File: src/rtl/video_composite_timing_ms.sv
// NTSC/PAL composite sync and timing generator with half-line vertical counting,
// interlaced or progressive scan, and mode changes applied only at frame boundaries.
module video_composite_timing_ms #(
  parameter int unsigned H_SYNC            = 118,
  parameter int unsigned H_BACK_PORCH      = 152,
  parameter int unsigned H_ACTIVE          = 1280,
  parameter int unsigned H_TOTAL_NTSC      = 1588,
  parameter int unsigned H_TOTAL_PAL       = 1600,
  parameter int unsigned H_VSYNC_PULSE_LEN = 678,
  parameter int unsigned H_EQ_PULSE_LEN    = 58,
  parameter int unsigned H_BURST_START     = 132,
  parameter int unsigned H_BURST_END       = 196,
  parameter int unsigned V_ACT_START_NTSC  = 42,
  parameter int unsigned V_ACT_START_PAL   = 46,
  parameter int unsigned V_ACT_LINES_NTSC  = 240,
  parameter int unsigned V_ACT_LINES_PAL   = 288
) (
  input  logic        clk,
  input  logic        rst,
  input  logic        pal_req,
  input  logic        prog_req,
  output logic        pal,
  output logic        prog,
  output logic [10:0] hcnt,
  output logic [9:0]  vcnt,
  output logic        current_field,
  output logic        next_frame,
  output logic        next_line,
  output logic        next_pixel,
  output logic        vblank_pulse,
  output logic        active,
  output logic        color_burst,
  output logic        burst_phase,
  output logic        sync_n
);

  localparam logic [10:0] HT_N_LAST   = 11'(H_TOTAL_NTSC - 1);
  localparam logic [10:0] HT_P_LAST   = 11'(H_TOTAL_PAL - 1);
  localparam logic [10:0] HH_N        = 11'(H_TOTAL_NTSC / 2);
  localparam logic [10:0] HH_P        = 11'(H_TOTAL_PAL / 2);
  localparam logic [10:0] PIX_START   = 11'(H_SYNC + H_BACK_PORCH);
  localparam logic [10:0] PIX_END     = 11'(H_SYNC + H_BACK_PORCH + H_ACTIVE);
  localparam logic [10:0] LINE_STROBE = 11'(H_SYNC + H_BACK_PORCH - 1);
  localparam logic [10:0] SYNC_LEN    = 11'(H_SYNC);
  localparam logic [10:0] BROAD_LEN   = 11'(H_VSYNC_PULSE_LEN);
  localparam logic [10:0] EQ_LEN      = 11'(H_EQ_PULSE_LEN);
  localparam logic [10:0] BURST_S     = 11'(H_BURST_START);
  localparam logic [10:0] BURST_E     = 11'(H_BURST_END);
  localparam logic [9:0]  VAS_N       = 10'(V_ACT_START_NTSC);
  localparam logic [9:0]  VAS_P       = 10'(V_ACT_START_PAL);
  localparam logic [9:0]  VAL2_N      = 10'(2 * V_ACT_LINES_NTSC);
  localparam logic [9:0]  VAL2_P      = 10'(2 * V_ACT_LINES_PAL);

  typedef enum logic [1:0] {REG_EQ, REG_VSYNC, REG_NORMAL} vregion_e;

  logic [10:0] hcnt_q, hcnt_d;
  logic [9:0]  vcnt_q, vcnt_d;
  logic        field_q, field_d;
  logic        cur_field_q, cur_field_d;
  logic        pal_q, pal_d;
  logic        prog_q, prog_d;
  logic        bp_q, bp_d;

  logic [10:0] ht_last_s, hh_s, hpos_s;
  logic [9:0]  fl_last_s, e_s, vs_s, vend_s;
  logic        h_wrap_s, half_end_s, v_wrap_s, frame_end_s;
  logic        v_active_s, line_strobe_s, frame_strobe_s;
  vregion_e    region_s;

  // Geometry of the frame currently being generated.
  always_comb begin
    ht_last_s = pal_q ? HT_P_LAST : HT_N_LAST;
    hh_s      = pal_q ? HH_P : HH_N;
    if (pal_q) begin
      fl_last_s = prog_q ? 10'd625 : 10'd624;
    end else begin
      fl_last_s = prog_q ? 10'd525 : 10'd524;
    end
    e_s    = pal_q ? 10'd5 : 10'd6;
    vs_s   = (pal_q ? VAS_P : VAS_N) + {9'd0, ~prog_q & field_q};
    vend_s = vs_s + (pal_q ? VAL2_P : VAL2_N);
  end

  assign h_wrap_s       = (hcnt_q == ht_last_s);
  assign half_end_s     = h_wrap_s | (hcnt_q == (hh_s - 11'd1));
  assign v_wrap_s       = half_end_s & (vcnt_q == fl_last_s);
  assign frame_end_s    = v_wrap_s & (prog_q | field_q);
  assign hpos_s         = (hcnt_q >= hh_s) ? (hcnt_q - hh_s) : hcnt_q;
  assign v_active_s     = (vcnt_q >= vs_s) & (vcnt_q < vend_s);
  assign line_strobe_s  = (hcnt_q == LINE_STROBE);
  assign frame_strobe_s = line_strobe_s & (vcnt_q == vs_s);

  // Vertical region classification on the half-line index.
  always_comb begin
    region_s = REG_NORMAL;
    if (vcnt_q < e_s) begin
      region_s = REG_EQ;
    end else if (vcnt_q < {e_s[8:0], 1'b0}) begin
      region_s = REG_VSYNC;
    end else if (vcnt_q < (e_s * 10'd3)) begin
      region_s = REG_EQ;
    end else begin
      region_s = REG_NORMAL;
    end
  end

  // Composite sync; broad and equalization pulses repeat every half-line.
  always_comb begin
    sync_n = 1'b0;
    case (region_s)
      REG_EQ:     sync_n = ~(hpos_s < EQ_LEN);
      REG_VSYNC:  sync_n = ~(hpos_s < BROAD_LEN);
      REG_NORMAL: sync_n = ~(hcnt_q < SYNC_LEN);
      default:    sync_n = 1'b0;
    endcase
  end

  // Next-state for counters, field, mode latch and PAL V-switch.
  always_comb begin
    hcnt_d      = h_wrap_s ? 11'd0 : (hcnt_q + 11'd1);
    vcnt_d      = vcnt_q;
    field_d     = field_q;
    pal_d       = pal_q;
    prog_d      = prog_q;
    cur_field_d = cur_field_q;
    bp_d        = 1'b0;
    if (half_end_s) begin
      if (v_wrap_s) begin
        vcnt_d  = 10'd0;
        field_d = prog_q ? 1'b0 : ~field_q;
      end else begin
        vcnt_d  = vcnt_q + 10'd1;
      end
    end else begin
      vcnt_d = vcnt_q;
    end
    if (frame_end_s) begin
      pal_d  = pal_req;
      prog_d = prog_req;
    end else begin
      pal_d  = pal_q;
      prog_d = prog_q;
    end
    if (frame_strobe_s) begin
      cur_field_d = field_q;
    end else begin
      cur_field_d = cur_field_q;
    end
    if (pal_q) begin
      bp_d = h_wrap_s ? ~bp_q : bp_q;
    end else begin
      bp_d = 1'b0;
    end
  end

  // State registers; reset restarts at frame start in NTSC interlaced.
  always_ff @(posedge clk or posedge rst) begin
    if (rst) begin
      hcnt_q      <= 11'd0;
      vcnt_q      <= 10'd0;
      field_q     <= 1'b0;
      cur_field_q <= 1'b0;
      pal_q       <= 1'b0;
      prog_q      <= 1'b0;
      bp_q        <= 1'b0;
    end else begin
      hcnt_q      <= hcnt_d;
      vcnt_q      <= vcnt_d;
      field_q     <= field_d;
      cur_field_q <= cur_field_d;
      pal_q       <= pal_d;
      prog_q      <= prog_d;
      bp_q        <= bp_d;
    end
  end

  assign pal           = pal_q;
  assign prog          = prog_q;
  assign hcnt          = hcnt_q;
  assign vcnt          = vcnt_q;
  assign current_field = cur_field_q;
  assign next_frame    = frame_strobe_s;
  assign next_line     = line_strobe_s;
  assign next_pixel    = (hcnt_q >= PIX_START) & (hcnt_q < PIX_END);
  assign vblank_pulse  = v_wrap_s;
  assign active        = next_pixel & v_active_s;
  assign color_burst   = v_active_s & (hcnt_q >= BURST_S) & (hcnt_q < BURST_E);
  assign burst_phase   = bp_q;

endmodule

File: config.mk
export PLATFORM = sky130hd
export DESIGN_NAME = video_composite_timing_ms
export DESIGN_NICKNAME = d
export VERILOG_FILES = /design/src/rtl/video_composite_timing_ms.sv
export SDC_FILE = /design/constraint.sdc
export NUM_CORES = 1
export LEC_CHECK = 0
export BUFFER_PORTS_ARGS = -buffer_cell sky130_fd_sc_hd__buf_2
export CORE_ASPECT_RATIO = 0.5
export CORE_UTILIZATION = 50
export DETAILED_ROUTE_END_ITERATION = 7
export PLACE_DENSITY = 0.72
export RECOVER_POWER = 25
export SYNTH_ARGS = -nofsm -noshare
export SYNTH_HDL_FRONTEND = slang
export SYNTH_SLANG_ARGS = --single-unit
export TNS_END_PERCENT = 100
File: constraint.sdc
create_clock -name clk -period 3.1 [get_ports clk]
set_input_delay 0.155 -clock clk [delete_from_list [all_inputs] [get_ports clk]]
set_output_delay 0.155 -clock clk [all_outputs]
set_load 0.01 [all_outputs]
### Word-level counts from Yosys, hierarchy flattened

Index checks and enable logic that the tools add are counted.

* output and inout port bits: 32
* word-level logic and storage cells: 72
* flip-flop bits (word level): 26
* bits of input ports: 4

* add/sub/neg operators: 6
* bitwise gates (word level): 17
* mux-type cells: 18
* reductions and logical operators: 2
* eq/ne operators: 8
* $mul: 1
* magnitude comparators: 13

Operators by type and width (number)
* 11-bit equality test: 2
* 11-bit two-way mux: 2
* 10-bit two-way mux: 2
* 11-bit by 1-bit adder with 11-bit output (second input constant): 1
* 11-bit by 9-bit equality test with 1-bit output (second input constant): 1
* 11-bit by 10-bit >= comparator with 1-bit output: 1
* 11-bit by 8-bit >= comparator with 1-bit output (second input constant): 1
* 11-bit by 9-bit >= comparator with 1-bit output (second input constant): 1
* 11-bit by 10-bit less-than comparator with 1-bit output (second input constant): 1
* 11-bit less-than comparator (second input constant): 1
* 11-bit by 6-bit less-than comparator with 1-bit output (second input constant): 1
* 11-bit by 7-bit less-than comparator with 1-bit output (second input constant): 1
* 11-bit by 8-bit less-than comparator with 1-bit output (second input constant): 1
* 10-bit by 1-bit subtractor with 11-bit output (second input constant): 1
* 11-bit by 10-bit subtractor with 11-bit output: 1
* 10-bit by 1-bit adder with 10-bit output (second input constant): 1
* 7-bit by 10-bit adder with 10-bit output: 1
* 10-bit equality test: 1
* 10-bit by 7-bit equality test with 1-bit output: 1
* 10-bit by 7-bit >= comparator with 1-bit output: 1
* 10-bit less-than comparator: 1
* 10-bit by 3-bit less-than comparator with 1-bit output: 1
* 10-bit by 4-bit less-than comparator with 1-bit output: 1
* 10-bit by 5-bit less-than comparator with 1-bit output: 1
* other kinds (17): 38

### Logic depth before layout (Yosys ltp)

* depth after elaboration: 8
* mapped depth: 10
* gate-level depth less buffers: 10

### Worst setup path after synthesis

Ideal clock, no wire load.

* kind: register to output
* from: register pal_q, in the netlist pal
* to: output sync_n
* data required time: 2945 ps
* setup slack: 410 ps
* stages on the path, launching flop included: 11
* arrival time: 2535 ps
* path buffers: 0
* cell sequence: dfrtp_1 > inv_1 > ha_1 > ha_1 > nand2b_1 > a21oi_2 > o31ai_1 > and2_1 > o211ai_1 > a31oi_1 > a311oi_1

* word-level cells in the longest chain between the ends: 8
* elaborated cells between the ends (all ways): 20
* those cells by class: add/sub: 1; mul: 1; order compare: 6; eq/ne: 2; mux: 7; bitwise: 2; reduce/logical: 1

Ends and longest elaborated chain
* from (decl): line 60 `logic pal_q, pal_d;`
* from (signal assigned): line 171 `pal_q <= pal_d;`
* 2-bit two-way mux: line 79 `e_s = pal_q ? 10'd5 : 10'd6;`
* 3-bit by 2-bit multiplier with 5-bit output: line 100 `end else if (vcnt_q < (e_s * 10'd3)) begin`
* 10-bit by 5-bit less-than comparator with 1-bit output: line 100
* 2-bit two-way mux: line 100
* 2-bit two-way mux: line 98 `end else if (vcnt_q < {e_s[8:0], 1'b0}) begin`
* 2-bit two-way mux: line 96 `if (vcnt_q < e_s) begin`
* 2-bit equality test, or another cell as far along: line 110 `case (region_s)`
* 1-bit case mux with 3 select lines (*): line 110
* to (decl): line 34 `output logic sync_n`

Mark *: on every way between the ends. The rest lies on a longest branch, timed or not.

### Final worst setup path

Same ends and word-level chain as after synthesis.

==> metrics.txt <==
outcome complete, no violations; crit start category flip-flop; remaining number of nets flagged by the antenna check after routing 0; area inside the core boundary 0.004084 mm^2; diode count 0; io pins 36; total power consumption of the routed design 0.6249 mW; average detailed-routed wire length per instance about 17 um; setup violators final 0; Period Utilization, post-route 92.71%; worst-case setup margin in the final layout approximately 0.23 ns; vias in the first global route 1948; leading cell type in the layout, fill and taps excluded buf_2; number of warnings issued by yosys 0; Total Negative Setup Slacks 0 ns; starting density of the core 54.56%; post-layout instance count excluding filler cells ~360; area of the multi-input gates 0.001501 mm^2; timing-limited maximum frequency 0.3479 GHz; insertion delay to the later sink of the worst-skew pair 0.27 ns; site row count 16; routed vias 2147; gate count after technology mapping 265; type of destination of the critical path primary output; total count of max-transition violations in the final report 0; Worst EP arrival 2.72 ns; Post-Route Skew 0.001272 ns; number of enable-type register cells in the synthesized netlist 0; flip-flop and latch area 651.9 um^2; final critical path time including I/O delays and setup between 2 and 3 ns; # clock sinks 26; Horiz. Die Dim a little under 100 um; count of maximum capacitance violations 0; Die Height 49.21 um; buffer cell driving the clock tree root clkbuf_8; most instantiated flip-flop cell in the synthesis netlist dfrtp_1; instance count after placement with tap cells included ~350; global-route usage over all layers 26.49%; number of synthesized register bits 26; nets@finish 327; final hold vios 0; TritonCTS clock tree built; share of synthesized flip-flops with an asynchronous set or reset 100.0%; Power per Cell Area approximately 240 mW/mm^2; actual slew at the worst max-slew pin a little under 1 ns; H-tree lvl count 1; DRC 0; setup repair after global routing missed its margin no; cts bufs inserted 3; first-pass GRT wire length 9687 um; net count after synthesis 286; worst hold path class in -> async; number of DRC markers after the initial detailed-route iteration 119; Distinct cells, synth 54; required time worst endpoint 2.94 ns; commonest cells after routing, fill and taps aside buf_2, nor2_1, dfrtp_1, a21oi_1, nand2_1; sum of routed wire length over all layers 5968 um; class of the most critical setup path reg -> out; Min Hold Slack approximately 0.087 ns; post-synthesis instance area 0.002228 mm^2; Die Area 0.004744 mm^2; area growth from synthesis to layout 16.73%; CP max FO 10; dpl hpwl between 4000 and 5000 um; global placer's final weighted congestion 0.9012; worst rel slew slack 35.84%; CTS clock-pin slew for the worst setup and hold paths 0.09 ns; static leakage power 1.190 nW; count of port buffers added during placement 35; DR vias/cell 5.981; IR Drop Worst-Case VDD 0.1674 mV; largest net degree at the start of global routing 27; post-synthesis average cell area 8.409 um^2; Initial DRT Pass Iterations 4; post-placement worst setup slack 0.3359 ns; maximum buffer depth of the clock tree 2; antenna violations before repair 0; number of filler cells placed in the layout between 300 and 400; fraction of final layout cells sized beyond drive strength 1 23.28%; GRT overflow 0; sequential area share after synthesis 29.20%
## per-layer routing
layer,wire [um],vias to the layer above,global-route usage [%]
li1,-,1050,-
met1,2918,1006,39.22
met2,2669,85,41.13
met3,335,6,3.894
met4,43,0,4.412
met5,0,-,0
## metrics by stage
| stage | utilization (%) | area [um^2] |
|---|---|---|
| 2_1_floorplan | - | 2228 |
| 3_3_place_gp | 60.97 | 2490 |
| 3_5_place_dp | 60.97 | 2490 |
| 4_1_cts | 62.32 | 2545 |
| 5_1_grt | 63.69 | 2601 |
| 6_report | 63.69 | 2601 |
## power breakdown
group          total [mW]  switching [mW]  internal (mW)
Sequential          0.340        0.000409          0.339
Combinational      0.0645          0.0406         0.0239
Clock               0.221           0.107          0.114
Total               0.625           0.148          0.477
## logic make-up after synthesis
logic type               Yosys count  synth area share, %
multiplexers                       5                2.470
buffers and inverters             26                4.885
AND/OR/NAND/NOR                  102                25.72
XOR/XNOR                          20                7.861
AO/OA/AOI/OAI                     69                20.33
adder cells (fa/ha/maj)           17                9.545
flip-flops                        26                29.20
## critical path: stages (launching register included)
cell	delay (ns)
dfrtp_1	0.39
buf_4	0.18
ha_2	0.38
and4b_1	0.19
nand4_1	0.13
a21o_1	0.29
and2_1	0.16
o211ai_1	0.18
a31oi_1	0.11
a311oi_1	0.25
buf_2	0.17
## cell type report
type                            count  area share [%]
Clock buffer                        4           2.116
Inverter                           14           2.020
Timing Repair Buffer               48           10.49
Tap cell                           54           2.597
Sequential cell                    26           25.06
Multi-Input combinational cell    213           57.72
## what timing repair did
action                                  CTS  global route
hold buffers                              0             0
buffers inserted                          0             3
resized for setup                         0            10
endpoints found under the setup margin    0             1
## worst paths after layout
kind | from | to | slack (ns) | cells after the start
max reg2reg | pal | pal | 0.49 | 9
min in group clk | pal_req | pal | 0.09 | 2
max | pal | sync_n | 0.23 | 10
min | rst | field_q | 0.09 | 2
max in group asynchronous | rst | hcnt[1] | 2.37 | 2
min reg2reg | current_field | current_field | 0.50 | 1
## cells in the mapped netlist, types with 2 or more instances
cell      count  share of area, %
a21o_1        5               1.7
a21oi_1      18               4.0
a21oi_2       2              0.79
a31oi_1       4               1.1
and2_1        3              0.84
and3_1        2              0.56
and4b_1       3               1.3
buf_2         6               1.3
clkbuf_1      4              0.67
dfrtp_1      26                29
ha_1         17               9.5
inv_1        14               2.4
mux2_1        2               1.0
mux2_2        2               1.0
nand2_1      17               2.9
nand2b_1      6               1.7
nand3_1       9               2.0
nand4_1       9               2.5
nor2_1       27               4.5
nor2b_1       2              0.56
nor3_1        7               1.6
nor4_1        4               1.1
o211ai_1      2              0.67
o21a_1        2              0.67
o21ai_0      14               3.1
o21ai_1       2              0.45
o21bai_1      5               1.7
o31ai_1       4               1.3
or3_1         4               1.1
xnor2_1      13               5.1
xor2_1        7               2.8
## sequential cells by signal, indices dropped and copies added, names as in the netlist
name	cells
hcnt	11
vcnt	10
field_q	1
current_field	1
prog	1
pal	1
burst_phase	1
Power figures use the tool's default switching activity.
